==> src/rtl/button_debouncer_if.sv <==
// Connection bundle between the debouncer and its consumer: raw button lines and
// frame acknowledge in, debounced levels and sticky edge events out.
interface button_debouncer_if #(
    parameter int BUTTON_COUNT = 16
) ();
    logic [BUTTON_COUNT-1:0] buttons_in;
    logic                    frame_ack;
    logic [BUTTON_COUNT-1:0] buttons_stable;
    logic [BUTTON_COUNT-1:0] pressed_events;
    logic [BUTTON_COUNT-1:0] released_events;
    logic                    any_event;

    modport master (
        output buttons_in,
        output frame_ack,
        input  buttons_stable,
        input  pressed_events,
        input  released_events,
        input  any_event
    );

    modport slave (
        input  buttons_in,
        input  frame_ack,
        output buttons_stable,
        output pressed_events,
        output released_events,
        output any_event
    );
endinterface

==> src/rtl/button_debouncer.sv <==
// Per-button synchronizer plus stability counter; accepted level changes are latched
// as sticky press/release flags until the consumer acknowledges a frame.
module button_debouncer #(
    parameter int BUTTON_COUNT    = 16,
    parameter int DEBOUNCE_CYCLES = 252000
) (
    input logic                system_clk,
    input logic                reset,
    button_debouncer_if.slave  bus
);
    localparam int CNT_W = (DEBOUNCE_CYCLES > 1) ? $clog2(DEBOUNCE_CYCLES) : 1;
    localparam logic [CNT_W-1:0] CNT_MAX = CNT_W'(DEBOUNCE_CYCLES - 1);

    logic [BUTTON_COUNT-1:0] sync1_q;
    logic [BUTTON_COUNT-1:0] sync2_q;
    logic [BUTTON_COUNT-1:0] stable_q;
    logic [BUTTON_COUNT-1:0] stable_d;
    logic [BUTTON_COUNT-1:0] pressed_q;
    logic [BUTTON_COUNT-1:0] pressed_d;
    logic [BUTTON_COUNT-1:0] released_q;
    logic [BUTTON_COUNT-1:0] released_d;
    logic [BUTTON_COUNT-1:0] rise;
    logic [BUTTON_COUNT-1:0] fall;
    logic [CNT_W-1:0]        cnt_q [BUTTON_COUNT];
    logic [CNT_W-1:0]        cnt_d [BUTTON_COUNT];
    logic                    any_event_q;

    // The counter runs only while the synchronized level disagrees with the accepted
    // level; any agreement, or acceptance itself, restarts it from zero.
    always_comb begin
        stable_d = stable_q;
        rise     = '0;
        fall     = '0;
        for (int i = 0; i < BUTTON_COUNT; i++) begin
            cnt_d[i] = '0;
            if (sync2_q[i] != stable_q[i]) begin
                if (cnt_q[i] == CNT_MAX) begin
                    stable_d[i] = sync2_q[i];
                    rise[i]     = sync2_q[i];
                    fall[i]     = ~sync2_q[i];
                end else begin
                    cnt_d[i] = cnt_q[i] + CNT_W'(1);
                end
            end
        end
        // An ack replaces the flags with this cycle's edges so coincident edges survive.
        pressed_d  = bus.frame_ack ? rise : (pressed_q | rise);
        released_d = bus.frame_ack ? fall : (released_q | fall);
    end

    always_ff @(posedge system_clk) begin
        if (reset) begin
            sync1_q     <= '0;
            sync2_q     <= '0;
            stable_q    <= '0;
            pressed_q   <= '0;
            released_q  <= '0;
            any_event_q <= 1'b0;
            for (int i = 0; i < BUTTON_COUNT; i++) begin
                cnt_q[i] <= '0;
            end
        end else begin
            sync1_q     <= bus.buttons_in;
            sync2_q     <= sync1_q;
            stable_q    <= stable_d;
            pressed_q   <= pressed_d;
            released_q  <= released_d;
            any_event_q <= |(pressed_q | released_q);
            for (int i = 0; i < BUTTON_COUNT; i++) begin
                cnt_q[i] <= cnt_d[i];
            end
        end
    end

    assign bus.buttons_stable  = stable_q;
    assign bus.pressed_events  = pressed_q;
    assign bus.released_events = released_q;
    assign bus.any_event       = any_event_q;
endmodule

==> src/flat_wrapper.sv <==
// flat-port wrapper written by rule: the top's interface ports become plain ports
module button_debouncer_flat 
#(
    parameter int BUTTON_COUNT    = 16,
    parameter int DEBOUNCE_CYCLES = 252000
)
  (system_clk, reset, bus_buttons_in, bus_frame_ack, bus_buttons_stable, bus_pressed_events, bus_released_events, bus_any_event);
  button_debouncer_if #(.BUTTON_COUNT(BUTTON_COUNT)) bus_i ();
  input logic system_clk;
  input logic reset;
  input wire logic [$bits(bus_i.buttons_in)-1:0] bus_buttons_in;
  input wire logic [$bits(bus_i.frame_ack)-1:0] bus_frame_ack;
  output wire logic [$bits(bus_i.buttons_stable)-1:0] bus_buttons_stable;
  output wire logic [$bits(bus_i.pressed_events)-1:0] bus_pressed_events;
  output wire logic [$bits(bus_i.released_events)-1:0] bus_released_events;
  output wire logic [$bits(bus_i.any_event)-1:0] bus_any_event;
  assign bus_i.buttons_in = bus_buttons_in;
  assign bus_i.frame_ack = bus_frame_ack;
  assign bus_buttons_stable = bus_i.buttons_stable;
  assign bus_pressed_events = bus_i.pressed_events;
  assign bus_released_events = bus_i.released_events;
  assign bus_any_event = bus_i.any_event;
  button_debouncer #(.BUTTON_COUNT(BUTTON_COUNT), .DEBOUNCE_CYCLES(DEBOUNCE_CYCLES)) u_core (.system_clk(system_clk), .reset(reset), .bus(bus_i));
endmodule
==> config.mk <==
export PLATFORM = sky130hd
export DESIGN_NAME = button_debouncer_flat
export DESIGN_NICKNAME = d
export VERILOG_FILES = /design/src/rtl/button_debouncer_if.sv /design/src/rtl/button_debouncer.sv /design/src/flat_wrapper.sv
export SDC_FILE = /design/constraint.sdc
export NUM_CORES = 1
export LEC_CHECK = 0
export BUFFER_PORTS_ARGS = -buffer_cell sky130_fd_sc_hd__buf_2
export CAP_MARGIN = 20
export CORE_ASPECT_RATIO = 0.5
export CORE_UTILIZATION = 35
export CTS_CLUSTER_DIAMETER = 30
export DETAILED_ROUTE_END_ITERATION = 8
export SYNTH_ARGS = -nofsm -noshare
export SYNTH_HDL_FRONTEND = slang
export SYNTH_SLANG_ARGS = --single-unit
==> constraint.sdc <==
create_clock -name system_clk -period 2.4 [get_ports system_clk]
set_input_delay 0.48 -clock system_clk [delete_from_list [all_inputs] [get_ports system_clk]]
set_output_delay 0.48 -clock system_clk [all_outputs]
set_load 0.03 [all_outputs]
==> report_table.html, run 1 <==
<table>
<tr><th>Metric</th><th>Value</th></tr>
<tr><th colspan="2">Floorplan</th></tr>
<tr><td>Chip Width</td><td>304 um</td></tr>
<tr><td>Top-level port count</td><td>between 60 and 70</td></tr>
<tr><td>Placeable Area</td><td>44300 um^2</td></tr>
<tr><td>Die Span Y</td><td>approximately 150 um</td></tr>
<tr><td>Starting Density</td><td>36.1%</td></tr>
<tr><td>Row Count</td><td>54</td></tr>
<tr><td>Floorplan die area</td><td>around 47000 um^2</td></tr>
<tr><th colspan="2">Synthesis</th></tr>
<tr><td>Yosys top cell area share</td><td>between 40 and 50%</td></tr>
<tr><td>Sequential fraction of the synthesis area</td><td>46.1%</td></tr>
<tr><td>Most used DFF post-synth</td><td>sky130_fd_sc_hd__dfxtp_1</td></tr>
<tr><td>Gate Count Post-Synth</td><td>1806</td></tr>
<tr><td>Warning count from the yosys run</td><td>0</td></tr>
<tr><td>Netlist Area Pre-Place</td><td>16000 um^2</td></tr>
<tr><td>Top cell type by total area after synthesis</td><td>sky130_fd_sc_hd__dfxtp_1</td></tr>
<tr><td>Library cells used by synthesis</td><td>slightly below 60</td></tr>
<tr><td>Mean Syn Cell Area</td><td>8.87 um^2</td></tr>
<tr><td>EDFF count, synth</td><td>0</td></tr>
<tr><td>Ranking of synthesized cells by area</td><td>sky130_fd_sc_hd__dfxtp_1, sky130_fd_sc_hd__xnor2_1, sky130_fd_sc_hd__nor2_1, sky130_fd_sc_hd__nor4_1, sky130_fd_sc_hd__nand4_1</td></tr>
<tr><td>FF+latch count, synth</td><td>approximately 370</td></tr>
<tr><td>Post-synth ARST share</td><td>0%</td></tr>
<tr><td>Net count of the mapped netlist</td><td>about 1.8k</td></tr>
<tr><th colspan="2">STA</th></tr>
<tr><td>Sum of negative setup slack</td><td>0 ns</td></tr>
<tr><td>Worst slew margin</td><td>~40%</td></tr>
<tr><td>Share of the clock period used by the worst path</td><td>between 80% and 90%</td></tr>
<tr><td>Final clock skew</td><td>between 0.015 and 0.02 ns</td></tr>
<tr><td>Transition time at the pin with the least slew margin</td><td>around 0.89 ns</td></tr>
<tr><td>Setup repair after global routing missed its margin</td><td>false</td></tr>
<tr><td>Highest attainable clock frequency</td><td>about 0.48 GHz</td></tr>
<tr><td>Post-route minimum period</td><td>between 2 and 2.5 ns</td></tr>
<tr><td>Final Hold Viols</td><td>0</td></tr>
<tr><td>Final hold slack</td><td>0.106 ns</td></tr>
<tr><td>Finish-stage setup viols</td><td>0</td></tr>
<tr><td>Final-report max-slew violation count</td><td>0</td></tr>
<tr><th colspan="2">GRT</th></tr>
<tr><td>Maximum number of pins on one net before global-route repair</td><td>between 40 and 50</td></tr>
<tr><td>Remaining global-route overflow</td><td>0</td></tr>
<tr><td>Antenna violations before repair</td><td>0</td></tr>
<tr><td>First-pass GRT wire length</td><td>roughly 60 mm</td></tr>
<tr><td>Number of global-route vias before repair</td><td>roughly 12k</td></tr>
<tr><td>Total global routing track utilization</td><td>between 10% and 20%</td></tr>
<tr><th colspan="2">Critical path</th></tr>
<tr><td>Critical Path Source Type</td><td>flip-flop</td></tr>
<tr><td>Number of cells traversed by the worst register-to-register path</td><td>5</td></tr>
<tr><td>Setup slack, reg-to-reg</td><td>0.31 ns</td></tr>
<tr><td>Cell class contributing the biggest share of worst-path delay</td><td>compound AO/OA/AOI/OAI gates</td></tr>
<tr><td>Longest individual stage delay on the worst path</td><td>0.75 ns</td></tr>
<tr><td>Worst setup path class</td><td>reg -&gt; reg</td></tr>
<tr><td>Beginning of the worst register-to-register path</td><td>u_core.cnt_q[0][62]</td></tr>
<tr><td>Worst Setup End Kind</td><td>flip-flop</td></tr>
<tr><td>Required time reported for the critical path endpoint</td><td>between 2 and 3 ns</td></tr>
<tr><td>Cell-by-cell listing of the critical path</td><td>nor4b_1, nand2_1, o31ai_1, buf_4, nor2_1</td></tr>
<tr><td>Worst path bufs/invs</td><td>1</td></tr>
<tr><td>Reg-to-reg critical path endpoint</td><td>u_core.cnt_q[0][64]</td></tr>
<tr><td>CP arrival</td><td>approximately 2.6 ns</td></tr>
<tr><td>Maximum fanout along the worst path</td><td>8</td></tr>
<tr><td>Slowest-stage cell, CP</td><td>sky130_fd_sc_hd__o31ai_1</td></tr>
<tr><th colspan="2">Placement</th></tr>
<tr><td>Final RePlAce weighted congestion</td><td>approximately 0.82</td></tr>
<tr><td>HPWL reported at the end of detailed placement</td><td>about 24 mm</td></tr>
<tr><td>Port Buffers</td><td>between 60 and 70</td></tr>
<tr><th colspan="2">Worst hold path</th></tr>
<tr><td>HP Class</td><td>in -&gt; reg</td></tr>
<tr><td>Hold EP</td><td>u_core.sync1_q[11]</td></tr>
<tr><td>Cell depth of the worst min-delay path</td><td>2</td></tr>
<tr><td>Beginning of the worst hold path</td><td>bus_buttons_in[11]</td></tr>
<tr><th colspan="2">Layout</th></tr>
<tr><td>Number of nets in the final layout</td><td>1967</td></tr>
<tr><td>Top library cells by usage in the layout, fill and taps aside</td><td>sky130_fd_sc_hd__dfxtp_1, sky130_fd_sc_hd__nor2_1, sky130_fd_sc_hd__xnor2_1</td></tr>
<tr><td>Register Area</td><td>between 7000 and 8000 um^2</td></tr>
<tr><td>Multi-input combinational cell area</td><td>between 8000 and 9000 um^2</td></tr>
<tr><td>Ratio of cells with drive above 1 in the final layout</td><td>between 10% and 20%</td></tr>
<tr><td>Count of antenna diodes in the layout</td><td>0</td></tr>
<tr><td>Syn-to-layout area delta</td><td>21.5%</td></tr>
<tr><td>Final core occ</td><td>between 40% and 50%</td></tr>
<tr><td>Leading cell type in the layout, fill and taps excluded</td><td>sky130_fd_sc_hd__dfxtp_1</td></tr>
<tr><td>FILL cells</td><td>roughly 4.2k</td></tr>
<tr><th colspan="2">Power and ir drop</th></tr>
<tr><td>Clk pwr share</td><td>about three fifths</td></tr>
<tr><td>Switch share</td><td>roughly 22%</td></tr>
<tr><td>Peak ir drop on the vdd network</td><td>approximately 0.48 mV</td></tr>
<tr><td>Power per Cell Area</td><td>between 800 and 900 nW/um^2</td></tr>
<tr><td>Internal power</td><td>12.3 mW</td></tr>
<tr><td>Net switching component of the power</td><td>around 3.5 mW</td></tr>
<tr><td>Total chip power</td><td>15.7 mW</td></tr>
<tr><td>Combinational share of power</td><td>under 10%</td></tr>
<tr><td>Cell leakage power</td><td>6.02 nW</td></tr>
<tr><td>Sequential fraction of design power</td><td>about two fifths</td></tr>
<tr><th colspan="2">Clocking</th></tr>
<tr><td>Post-cts sizing count</td><td>0</td></tr>
<tr><td>TritonCTS clock tree</td><td>done</td></tr>
<tr><td>Largest buffer count on any clock path</td><td>3</td></tr>
<tr><td>Root buffer selected by CTS</td><td>sky130_fd_sc_hd__clkbuf_16</td></tr>
<tr><td>Hold_buf cts</td><td>0</td></tr>
<tr><td>Total CTS buffers</td><td>66</td></tr>
<tr><td>Count of buffers added by post-CTS timing repair for setup</td><td>0</td></tr>
<tr><td>Sink count of the clock tree</td><td>369</td></tr>
<tr><td>Total number of H-tree levels</td><td>3</td></tr>
<tr><td>Clock latency on the worst-skew pair</td><td>0.58 ns</td></tr>
<tr><td>Clock slew at reported path FFs</td><td>~0.05 ns</td></tr>
<tr><th colspan="2">Routing</th></tr>
<tr><td>Post-route antenna net violation count</td><td>0</td></tr>
<tr><td>Final routed DRC violation total</td><td>0</td></tr>
<tr><td>Count of TritonRoute iterations in the first routing pass</td><td>5</td></tr>
<tr><td>Total number of vias</td><td>~13k</td></tr>
<tr><td>Detailed Route WL</td><td>around 35 mm</td></tr>
<tr><td>Drt via density</td><td>just under 5</td></tr>
<tr><td>First-iteration detailed-routing DRC count</td><td>between 600 and 700</td></tr>
<tr><td>Routed length per placed instance</td><td>13.5 um</td></tr>
<tr><th colspan="2">Run status</th></tr>
<tr><td>Run status</td><td>finished clean</td></tr>
<tr><th colspan="2">Job</th></tr>
<tr><td>Max-cap violations</td><td>0</td></tr>
</table>
[metrics by stage]
step,cell area [um^2],instances,worst slack (ns)
6_report,19500,2572,0.305
5_1_grt,19500,2572,0.186
4_1_cts,19400,2570,0.277
3_5_place_dp,17200,2450,0.319
3_3_place_gp,17200,2450,0.303
2_1_floorplan,16000,1806,0.475
[power groups by stage]
stage	registers, mW	clock network (mW)	logic [mW]
floorplan	6.31	0	0.113
global placement	6.31	0	0.183
detailed placement	6.31	0	0.184
CTS	6.19	9.57	0.185
global route	6.19	9.87	0.205
finish	6.19	9.36	0.182
[worst max-delay path by stage]
stage / cells after the start / endpoint / startpoint
after global routing: 5 / u_core.cnt_q[0][54] / u_core.cnt_q[0][62]
after detailed placement: 4 / u_core.cnt_q[0][35] / u_core.cnt_q[0][24]
after floorplan: 4 / u_core.cnt_q[1][37] / u_core.cnt_q[1][43]
after CTS: 4 / u_core.cnt_q[0][35] / u_core.cnt_q[0][24]
after global placement: 4 / u_core.cnt_q[0][35] / u_core.cnt_q[0][25]
final: 5 / u_core.cnt_q[0][64] / u_core.cnt_q[0][62]
[worst register-to-register path, cell delays in order, from the launching register on]
cell and delay, ns:
sky130_fd_sc_hd__dfxtp_1 0.34, sky130_fd_sc_hd__nor4b_1 0.40, sky130_fd_sc_hd__nand2_1 0.14, sky130_fd_sc_hd__o31ai_1 0.75, sky130_fd_sc_hd__buf_4 0.29, sky130_fd_sc_hd__nor2_1 0.06
[registers in the layout (all words and copies together), names as in the netlist]
register and flops:
u_core.bus.pressed_events 16, u_core.sync1_q 16, u_core.sync2_q 16, u_core.bus.released_events 16, u_core.bus.buttons_stable 16, u_core.bus.any_event 1, u_core.cnt_q 288
[cells by family after synthesis]
kind of cell | count (synthesis) | share of synthesized area (%)
xor+xnor | 231 | 12.6
fa+ha+maj | 16 | 1.25
buf+inv | 96 | 2.35
compound gates | 135 | 6.06
flops | 369 | 46.1
simple gates | 952 | 31.1
mux | 7 | 0.438
[synth_stat cells, drive strengths merged, types with 5 or more instances]
| cell type | count |
|---|---|
| dfxtp | 369 |
| nor2 | 304 |
| xnor2 | 182 |
| nand3 | 102 |
| nor4 | 98 |
| nand2 | 93 |
| nand4 | 93 |
| nor3 | 55 |
| inv | 51 |
| xor2 | 49 |
| clkbuf | 36 |
| nor2b | 33 |
| a21oi | 32 |
| nand2b | 32 |
| o31ai | 28 |
| o21ai | 26 |
| or3b | 22 |
| and3 | 21 |
| or3 | 20 |
| or2 | 18 |
| ha | 16 |
| or4 | 16 |
| and4 | 11 |
| a21o | 10 |
| nor4b | 10 |
| or4b | 10 |
| buf | 9 |
| a31o | 7 |
| mux2i | 7 |
| o41ai | 7 |
| and2 | 6 |
| o211ai | 5 |
| o21bai | 5 |
| o221ai | 5 |
[routing by layer]
layer  routed length, um  vias up  track usage (%)
li1                    -     6677                -
met1               17100     5887             19.7
met2               15600      138             24.1
met3                1020       66             3.31
met4                1020        0             6.28
met5                   0        -                0
[layout make-up]
| class | instances | share of cell area, % |
|---|---|---|
| clock buffer | 79 | 9.10 |
| clock inverter | 41 | 2.56 |
| inverter | 51 | 0.984 |
| multi-input combinational | 1341 | 42.4 |
| sequential | 369 | 38.0 |
| tap | 588 | 3.78 |
| timing repair buffer | 103 | 3.19 |
Note: power is estimated with default switching activity, not from simulation.
==> run 2, diff against run 1 <==
CORE_MARGIN = 2   (was unset)
==> report_table.html, run 2 (synthesis gave the netlist of run 1 again) <==
<table>
<tr><th>Metric</th><th>Value</th></tr>
<tr><th colspan="2">Critical path</th></tr>
<tr><td>Maximum fanout along the worst path</td><td>8 (unchanged)</td></tr>
<tr><td>CP arrival</td><td>2.59 ns (+0.03 ns)</td></tr>
<tr><td>Required time reported for the critical path endpoint</td><td>2.85 ns (-0.02 ns)</td></tr>
<tr><td>Critical Path Source Type</td><td>flip-flop</td></tr>
<tr><td>Worst setup path class</td><td>reg -&gt; reg</td></tr>
<tr><td>Worst Setup End Kind</td><td>flip-flop</td></tr>
<tr><th colspan="2">Clocking</th></tr>
<tr><td>Hold_buf cts</td><td>0 (unchanged)</td></tr>
<tr><td>Root buffer selected by CTS</td><td>sky130_fd_sc_hd__clkbuf_16</td></tr>
<tr><td>TritonCTS clock tree</td><td>done</td></tr>
<tr><td>Clock latency on the worst-skew pair</td><td>0.58 ns (about the same)</td></tr>
<tr><td>Post-cts sizing count</td><td>0 (unchanged)</td></tr>
<tr><td>Total number of H-tree levels</td><td>2 (-1)</td></tr>
<tr><td>Clock slew at reported path FFs</td><td>0.05 ns (about the same)</td></tr>
<tr><td>Largest buffer count on any clock path</td><td>3 (unchanged)</td></tr>
<tr><td>Sink count of the clock tree</td><td>369 (unchanged)</td></tr>
<tr><td>Total CTS buffers</td><td>61 (-7.6%)</td></tr>
<tr><td>Count of buffers added by post-CTS timing repair for setup</td><td>0 (unchanged)</td></tr>
<tr><th colspan="2">Layout</th></tr>
<tr><td>Syn-to-layout area delta</td><td>21.3%</td></tr>
<tr><td>Flip-flop count of the largest register after layout</td><td>288 (unchanged)</td></tr>
<tr><td>Ratio of cells with drive above 1 in the final layout</td><td>13.9% (-0.34 points)</td></tr>
<tr><td>Final std cell area, no fill</td><td>19400 um^2 (-0.17%)</td></tr>
<tr><td>Leading cell type in the layout, fill and taps excluded</td><td>sky130_fd_sc_hd__dfxtp_1</td></tr>
<tr><td>Top library cells by usage in the layout, fill and taps aside</td><td>sky130_fd_sc_hd__dfxtp_1, sky130_fd_sc_hd__nor2_1, sky130_fd_sc_hd__xnor2_1</td></tr>
<tr><td>FILL cells</td><td>4416 (+4.2%)</td></tr>
<tr><td>Register containing the most flip-flops in the final layout</td><td>u_core.cnt_q</td></tr>
<tr><td>Number of nets in the final layout</td><td>1960 (-0.36%)</td></tr>
<tr><td>Count of antenna diodes in the layout</td><td>0 (unchanged)</td></tr>
<tr><th colspan="2">STA</th></tr>
<tr><td>Setup repair after global routing missed its margin</td><td>false</td></tr>
<tr><td>Final clock skew</td><td>0.0130 ns (-0.00424 ns)</td></tr>
<tr><td>Sum of negative setup slack</td><td>0 ns (unchanged)</td></tr>
<tr><td>Transition time at the pin with the least slew margin</td><td>0.981 ns (+0.0869 ns)</td></tr>
<tr><td>Worst slew margin</td><td>34.0% (-5.8 points)</td></tr>
<tr><td>Final-report max-slew violation count</td><td>0 (unchanged)</td></tr>
<tr><td>Share of the clock period used by the worst path</td><td>89.1% (+1.8 points)</td></tr>
<tr><td>Final Hold Viols</td><td>0 (unchanged)</td></tr>
<tr><td>Highest attainable clock frequency</td><td>0.468 GHz (-2.1%)</td></tr>
<tr><td>Finish-stage setup viols</td><td>0 (unchanged)</td></tr>
<tr><td>Post-route minimum period</td><td>2.14 ns (+0.0440 ns)</td></tr>
<tr><td>Final hold slack</td><td>0.106 ns (-0.0000380 ns)</td></tr>
<tr><th colspan="2">Floorplan</th></tr>
<tr><td>Placeable Area</td><td>45100 um^2 (+1.9%)</td></tr>
<tr><td>Floorplan die area</td><td>47600 um^2 (+2.0%)</td></tr>
<tr><td>Row Count</td><td>55 (+1.9%)</td></tr>
<tr><td>Top-level port count</td><td>68 (unchanged)</td></tr>
<tr><td>Chip Width</td><td>306 um (+0.66%)</td></tr>
<tr><td>Starting Density</td><td>35.5% (-0.66 points)</td></tr>
<tr><td>Die Span Y</td><td>155 um (+1.3%)</td></tr>
<tr><th colspan="2">Placement</th></tr>
<tr><td>Port Buffers</td><td>67 (unchanged)</td></tr>
<tr><td>Placed instance area</td><td>17200 um^2 (about the same)</td></tr>
<tr><td>Final RePlAce weighted congestion</td><td>0.823 (+0.45%)</td></tr>
<tr><td>HPWL reported at the end of detailed placement</td><td>23.7 mm (+0.28%)</td></tr>
<tr><th colspan="2">Run status</th></tr>
<tr><td>Run status</td><td>finished clean</td></tr>
<tr><th colspan="2">Routing</th></tr>
<tr><td>Drt via density</td><td>4.96 (about the same)</td></tr>
<tr><td>Post-route antenna net violation count</td><td>0 (unchanged)</td></tr>
<tr><td>Detailed Route WL</td><td>34.7 mm (-0.21%)</td></tr>
<tr><td>Final routed DRC violation total</td><td>0 (unchanged)</td></tr>
<tr><td>Count of TritonRoute iterations in the first routing pass</td><td>5 (unchanged)</td></tr>
<tr><td>Total number of vias</td><td>12.8k (unchanged)</td></tr>
<tr><td>First-iteration detailed-routing DRC count</td><td>705 (+16%)</td></tr>
<tr><td>Routed length per placed instance</td><td>13.5 um (-0.25%)</td></tr>
<tr><th colspan="2">Power and ir drop</th></tr>
<tr><td>Power per Cell Area</td><td>809 nW/um^2 (about the same)</td></tr>
<tr><td>Net switching component of the power</td><td>3.18 mW (-8.1%)</td></tr>
<tr><td>Internal power</td><td>12.5 mW (+2.1%)</td></tr>
<tr><td>Total chip power</td><td>15.7 mW (-0.18%)</td></tr>
<tr><td>Sequential fraction of design power</td><td>39.4% (about the same)</td></tr>
<tr><td>Peak ir drop on the vdd network</td><td>0.492 mV (+3.1%)</td></tr>
<tr><td>Switch share</td><td>20.3% (-1.8 points)</td></tr>
<tr><td>Combinational share of power</td><td>1.2% (about the same)</td></tr>
<tr><td>Clk pwr share</td><td>59.4% (about the same)</td></tr>
<tr><td>Cell leakage power</td><td>5.98 nW (-0.64%)</td></tr>
<tr><th colspan="2">GRT</th></tr>
<tr><td>Total global routing track utilization</td><td>14.6% (-0.54 points)</td></tr>
<tr><td>Maximum number of pins on one net before global-route repair</td><td>43 (-12%)</td></tr>
<tr><td>Remaining global-route overflow</td><td>0 (unchanged)</td></tr>
<tr><td>First-pass GRT wire length</td><td>58.7 mm (-1.1%)</td></tr>
<tr><td>Antenna violations before repair</td><td>0 (unchanged)</td></tr>
<tr><td>Number of global-route vias before repair</td><td>12.1k (-0.68%)</td></tr>
<tr><th colspan="2">Job</th></tr>
<tr><td>Max-cap violations</td><td>0 (unchanged)</td></tr>
<tr><th colspan="2">Worst hold path</th></tr>
<tr><td>HP Class</td><td>in -&gt; reg</td></tr>
</table>
==> run 2: cell count changes in the layout (fill, tap and decap cells not counted) <==
cell	delta
sky130_fd_sc_hd__inv_16	-4
sky130_fd_sc_hd__clkinv_4	-4
sky130_fd_sc_hd__clkinvlp_4	+3
sky130_fd_sc_hd__buf_4	-2
sky130_fd_sc_hd__clkbuf_16	-3
sky130_fd_sc_hd__clkinv_2	-1
sky130_fd_sc_hd__clkbuf_1	-1
sky130_fd_sc_hd__clkinv_8	-1
sky130_fd_sc_hd__bufinv_16	+6
sky130_fd_sc_hd__inv_6	-2
==> run 2: power by group through the flow <==
stage / logic (mW) / registers, mW / clock network, mW
2_1_floorplan: 0.113 / 6.31 / 0
3_3_place_gp: 0.187 / 6.31 / 0
3_5_place_dp: 0.188 / 6.31 / 0
4_1_cts: 0.189 / 6.19 / 9.56
5_1_grt: 0.206 / 6.19 / 9.82
6_report: 0.185 / 6.19 / 9.33
==> run 2: metal layers <==
layer	share of wire (%)	vias up	global-route usage (%)
met5	0	-	0
met4	1.9	0	4.65
met3	3.6	56	2.89
met2	45	158	23.9
met1	50	5910	19.3
li1	-	6644	-
==> run 2: worst max-delay path: stages, from the launching register on <==
cell and delay, ns:
sky130_fd_sc_hd__dfxtp_1 0.39, sky130_fd_sc_hd__nand2_1 0.09, sky130_fd_sc_hd__or2_2 0.34, sky130_fd_sc_hd__o31ai_1 0.84, sky130_fd_sc_hd__buf_4 0.30, sky130_fd_sc_hd__a21oi_1 0.05
==> run 2: final timing paths <==
check,slack (ns),cells past startpoint,endpoint,startpoint
max reg2reg,0.26,5,u_core.cnt_q[0][53],u_core.cnt_q[0][47]
min reg2reg,0.43,1,u_core.sync2_q[3],u_core.sync1_q[3]
min,0.11,2,u_core.sync1_q[12],bus_buttons_in[12]
max,0.26,5,u_core.cnt_q[0][53],u_core.cnt_q[0][47]
==> run 2: stage by stage <==
stage | worst slack (ns) | cells | utilization (%)
floorplan | 0.475 | 1806 | -
global placement | 0.334 | 2460 | 38.1
detailed placement | 0.283 | 2460 | 38.1
CTS | 0.271 | 2573 | 43.0
global route | 0.0439 | 2573 | 43.0
finish | 0.261 | 2573 | 43.0
==> run 2: area by class of cell <==
| type | instances | area, um^2 | share of cell area [%] |
|---|---|---|---|
| tap | 598 | 748 | 3.85 |
| timing repair buffer | 101 | 606 | 3.12 |
| inverter | 51 | 191 | 0.986 |
| sequential | 369 | 7390 | 38.0 |
| multi-input combinational | 1341 | 8250 | 42.5 |
| clock inverter | 38 | 547 | 2.82 |
| clock buffer | 75 | 1690 | 8.71 |
==> run 3, diff against run 2 <==
ABC_AREA = 0   (was unset)
CTS_BUF_LIST = sky130_fd_sc_hd__clkbuf_4 sky130_fd_sc_hd__clkbuf_8   (was unset)
SLEW_MARGIN = 30   (was unset)
==> report_table.html, run 3 (synthesis gave the netlist of run 1 again) <==
<table>
<tr><th>Metric</th><th>Value</th></tr>
<tr><th colspan="2">Layout</th></tr>
<tr><td>Number of nets in the final layout</td><td>1968 (+0.41%)</td></tr>
<tr><td>Final core occ</td><td>41.3% (-1.7 points)</td></tr>
<tr><td>Ratio of cells with drive above 1 in the final layout</td><td>14.4% (+0.48 points)</td></tr>
<tr><td>Top library cells by usage in the layout, fill and taps aside</td><td>sky130_fd_sc_hd__dfxtp_1, sky130_fd_sc_hd__nor2_1, sky130_fd_sc_hd__xnor2_1</td></tr>
<tr><td>Leading cell type in the layout, fill and taps excluded</td><td>sky130_fd_sc_hd__dfxtp_1</td></tr>
<tr><td>Register containing the most flip-flops in the final layout</td><td>u_core.cnt_q</td></tr>
<tr><td>Flip-flop count of the largest register after layout</td><td>288 (unchanged)</td></tr>
<tr><td>Syn-to-layout area delta</td><td>16.6%</td></tr>
<tr><td>Count of antenna diodes in the layout</td><td>0 (unchanged)</td></tr>
<tr><th colspan="2">Job</th></tr>
<tr><td>Max-cap violations</td><td>0 (unchanged)</td></tr>
<tr><th colspan="2">GRT</th></tr>
<tr><td>Maximum number of pins on one net before global-route repair</td><td>43 (unchanged)</td></tr>
<tr><td>Antenna violations before repair</td><td>0 (unchanged)</td></tr>
<tr><td>Total global routing track utilization</td><td>14.6% (+0.060 points)</td></tr>
<tr><td>First-pass GRT wire length</td><td>58.4 mm (-0.51%)</td></tr>
<tr><td>Remaining global-route overflow</td><td>0 (unchanged)</td></tr>
<tr><td>Number of global-route vias before repair</td><td>12.0k (-0.74%)</td></tr>
<tr><th colspan="2">Critical path</th></tr>
<tr><td>Beginning of the critical path</td><td>u_core.cnt_q[1][43]</td></tr>
<tr><td>Cell class contributing the biggest share of worst-path delay</td><td>simple AND/OR/NAND/NOR gates</td></tr>
<tr><td>Slowest-stage cell, CP</td><td>sky130_fd_sc_hd__or4_4</td></tr>
<tr><td>Worst setup path endpoint</td><td>u_core.cnt_q[1][50]</td></tr>
<tr><td>Maximum fanout along the worst path</td><td>16 (+8)</td></tr>
<tr><td>Worst Setup End Kind</td><td>flip-flop</td></tr>
<tr><td>Required time reported for the critical path endpoint</td><td>2.87 ns (+0.02 ns)</td></tr>
<tr><td>Number of gates on the worst path with buffers counted</td><td>4 (-1)</td></tr>
<tr><td>Longest individual stage delay on the worst path</td><td>0.56 ns (-0.28 ns)</td></tr>
<tr><td>Reg-to-reg critical path endpoint</td><td>u_core.cnt_q[1][50]</td></tr>
<tr><td>Worst setup path class</td><td>reg -&gt; reg</td></tr>
<tr><td>Beginning of the worst register-to-register path</td><td>u_core.cnt_q[1][43]</td></tr>
<tr><td>CP arrival</td><td>2.53 ns (-0.06 ns)</td></tr>
<tr><td>Critical Path Source Type</td><td>flip-flop</td></tr>
<tr><td>Cell-by-cell listing of the critical path</td><td>or4b_1, or4_4, o21ai_4, nor2_1</td></tr>
<tr><td>Number of cells traversed by the worst register-to-register path</td><td>4 (-1)</td></tr>
<tr><td>Setup slack, reg-to-reg</td><td>0.34 ns (+0.08 ns)</td></tr>
<tr><td>Worst path bufs/invs</td><td>0 (-1)</td></tr>
<tr><th colspan="2">Routing</th></tr>
<tr><td>First-iteration detailed-routing DRC count</td><td>688 (-2.4%)</td></tr>
<tr><td>Routed length per placed instance</td><td>13.4 um (-0.28%)</td></tr>
<tr><td>Wire length on met1</td><td>17.2 mm (+0.13%)</td></tr>
<tr><td>Post-route antenna net violation count</td><td>0 (unchanged)</td></tr>
<tr><td>Final routed DRC violation total</td><td>0 (unchanged)</td></tr>
<tr><td>Met3 routed wirelength</td><td>1.20 mm (-4.3%)</td></tr>
<tr><td>Detail Route met2 WL</td><td>15.4 mm (-1.2%)</td></tr>
<tr><td>Count of TritonRoute iterations in the first routing pass</td><td>5 (unchanged)</td></tr>
<tr><td>Total number of vias</td><td>12.8k (-0.078%)</td></tr>
<tr><td>Drt via density</td><td>4.95 (-0.23%)</td></tr>
<tr><td>Highest metal layer used by the detailed router</td><td>met4</td></tr>
<tr><td>Detailed Route WL</td><td>34.7 mm (-0.13%)</td></tr>
<tr><th colspan="2">Floorplan</th></tr>
<tr><td>Floorplan die area</td><td>47600 um^2 (unchanged)</td></tr>
<tr><td>Starting Density</td><td>35.5% (unchanged)</td></tr>
<tr><td>Die Span Y</td><td>155 um (unchanged)</td></tr>
<tr><td>Chip Width</td><td>306 um (unchanged)</td></tr>
<tr><td>Row Count</td><td>55 (unchanged)</td></tr>
<tr><td>Top-level port count</td><td>68 (unchanged)</td></tr>
<tr><td>Placeable Area</td><td>45100 um^2 (unchanged)</td></tr>
<tr><th colspan="2">Clocking</th></tr>
<tr><td>Sink count of the clock tree</td><td>369 (unchanged)</td></tr>
<tr><td>Hold_buf cts</td><td>0 (unchanged)</td></tr>
<tr><td>TritonCTS clock tree</td><td>done</td></tr>
<tr><td>Total CTS buffers</td><td>69 (+13%)</td></tr>
<tr><td>Post-cts sizing count</td><td>0 (unchanged)</td></tr>
<tr><td>Clock latency on the worst-skew pair</td><td>0.61 ns (+0.03 ns)</td></tr>
<tr><td>Clock slew at reported path FFs</td><td>0.06 ns (about the same)</td></tr>
<tr><td>Total number of H-tree levels</td><td>3 (+1)</td></tr>
<tr><td>Root buffer selected by CTS</td><td>sky130_fd_sc_hd__clkbuf_8</td></tr>
<tr><td>Count of buffers added by post-CTS timing repair for setup</td><td>0 (unchanged)</td></tr>
<tr><td>Largest buffer count on any clock path</td><td>3 (unchanged)</td></tr>
<tr><th colspan="2">Worst hold path</th></tr>
<tr><td>Beginning of the worst hold path</td><td>bus_buttons_in[15]</td></tr>
<tr><td>HP Class</td><td>in -&gt; reg</td></tr>
<tr><th colspan="2">STA</th></tr>
<tr><td>Final clock skew</td><td>0.0211 ns (+0.00812 ns)</td></tr>
<tr><td>Setup repair after global routing missed its margin</td><td>false</td></tr>
<tr><td>Final-report max-slew violation count</td><td>0 (unchanged)</td></tr>
<tr><td>Sum of negative setup slack</td><td>0 ns (unchanged)</td></tr>
<tr><td>Final Hold Viols</td><td>0 (unchanged)</td></tr>
<tr><td>Worst slew margin</td><td>53.3% (+19 points)</td></tr>
<tr><td>Highest attainable clock frequency</td><td>0.486 GHz (+4.0%)</td></tr>
<tr><td>Transition time at the pin with the least slew margin</td><td>0.694 ns (-0.287 ns)</td></tr>
<tr><td>Finish-stage setup viols</td><td>0 (unchanged)</td></tr>
<tr><td>Share of the clock period used by the worst path</td><td>85.7% (-3.4 points)</td></tr>
<tr><td>Post-route minimum period</td><td>2.06 ns (-0.0817 ns)</td></tr>
<tr><th colspan="2">Power and ir drop</th></tr>
<tr><td>Peak ir drop on the vdd network</td><td>0.329 mV (-33%)</td></tr>
<tr><td>Cell leakage power</td><td>5.66 nW (-5.4%)</td></tr>
<tr><td>Power per Cell Area</td><td>690 nW/um^2 (-15%)</td></tr>
<tr><td>Total chip power</td><td>12.9 mW (-18%)</td></tr>
<tr><th colspan="2">Placement</th></tr>
<tr><td>Port Buffers</td><td>67 (unchanged)</td></tr>
<tr><td>HPWL reported at the end of detailed placement</td><td>23.7 mm (unchanged)</td></tr>
<tr><td>Final RePlAce weighted congestion</td><td>0.823 (unchanged)</td></tr>
<tr><th colspan="2">Run status</th></tr>
<tr><td>Run status</td><td>finished clean</td></tr>
</table>
-- run 3: cell count changes in the layout (fill, tap and decap cells not counted), sizes merged --
| cell | delta |
|---|---|
| bufinv | -6 |
| clkbuf | +17 |
| clkinv | -2 |
| inv | -5 |
-- run 3: worst min-delay path by stage --
stage,endpoint,depth (start not counted)
2_1_floorplan,u_core.sync2_q[0],1
3_3_place_gp,u_core.sync2_q[3],1
3_5_place_dp,u_core.sync2_q[3],1
4_1_cts,u_core.sync1_q[3],2
5_1_grt,u_core.sync1_q[15],2
6_report,u_core.sync1_q[15],2
-- run 3: report_power, final --
| group | internal (mW) | switching (mW) | leakage (nW) |
|---|---|---|---|
| logic | 0.0663 | 0.119 | 1.93 |
| clock network | 3.84 | 2.66 | 0.750 |
| registers | 6.16 | 0.0193 | 2.98 |
| total | 10.1 | 2.80 | 5.66 |
-- run 3: routing by layer --
layer  GRT usage (%)  vias up
li1                -     6647
met1            19.3     5870
met2            23.5      178
met3            3.13       63
met4            5.65        0
met5               0        -
-- run 3: cell type report --
type / instances / area [um^2]
fill: 4530 / 26500
multi-input combinational: 1341 / 8250
sequential: 369 / 7390
clock buffer: 92 / 1180
tap: 598 / 748
timing repair buffer: 101 / 606
clock inverter: 25 / 298
inverter: 51 / 191
-- run 3: per-stage QoR --
step / hold WS (ns) / setup slack, ns / area (um^2) / instances
final: 0.0756 / 0.343 / 18700 / 2577
after detailed placement: 0.424 / 0.283 / 17200 / 2460
after global routing: 0.0427 / 0.209 / 18700 / 2577
after CTS: 0.0262 / 0.272 / 18700 / 2577
after floorplan: 0.414 / 0.475 / 16000 / 1806
after global placement: 0.416 / 0.334 / 17200 / 2460
-- run 3: worst reg2reg max path, stage by stage, from the launching register on --
cell and delay (ns):
sky130_fd_sc_hd__dfxtp_1 0.36, sky130_fd_sc_hd__or4b_1 0.51, sky130_fd_sc_hd__or4_4 0.56, sky130_fd_sc_hd__o21ai_4 0.39
sky130_fd_sc_hd__nor2_1 0.10
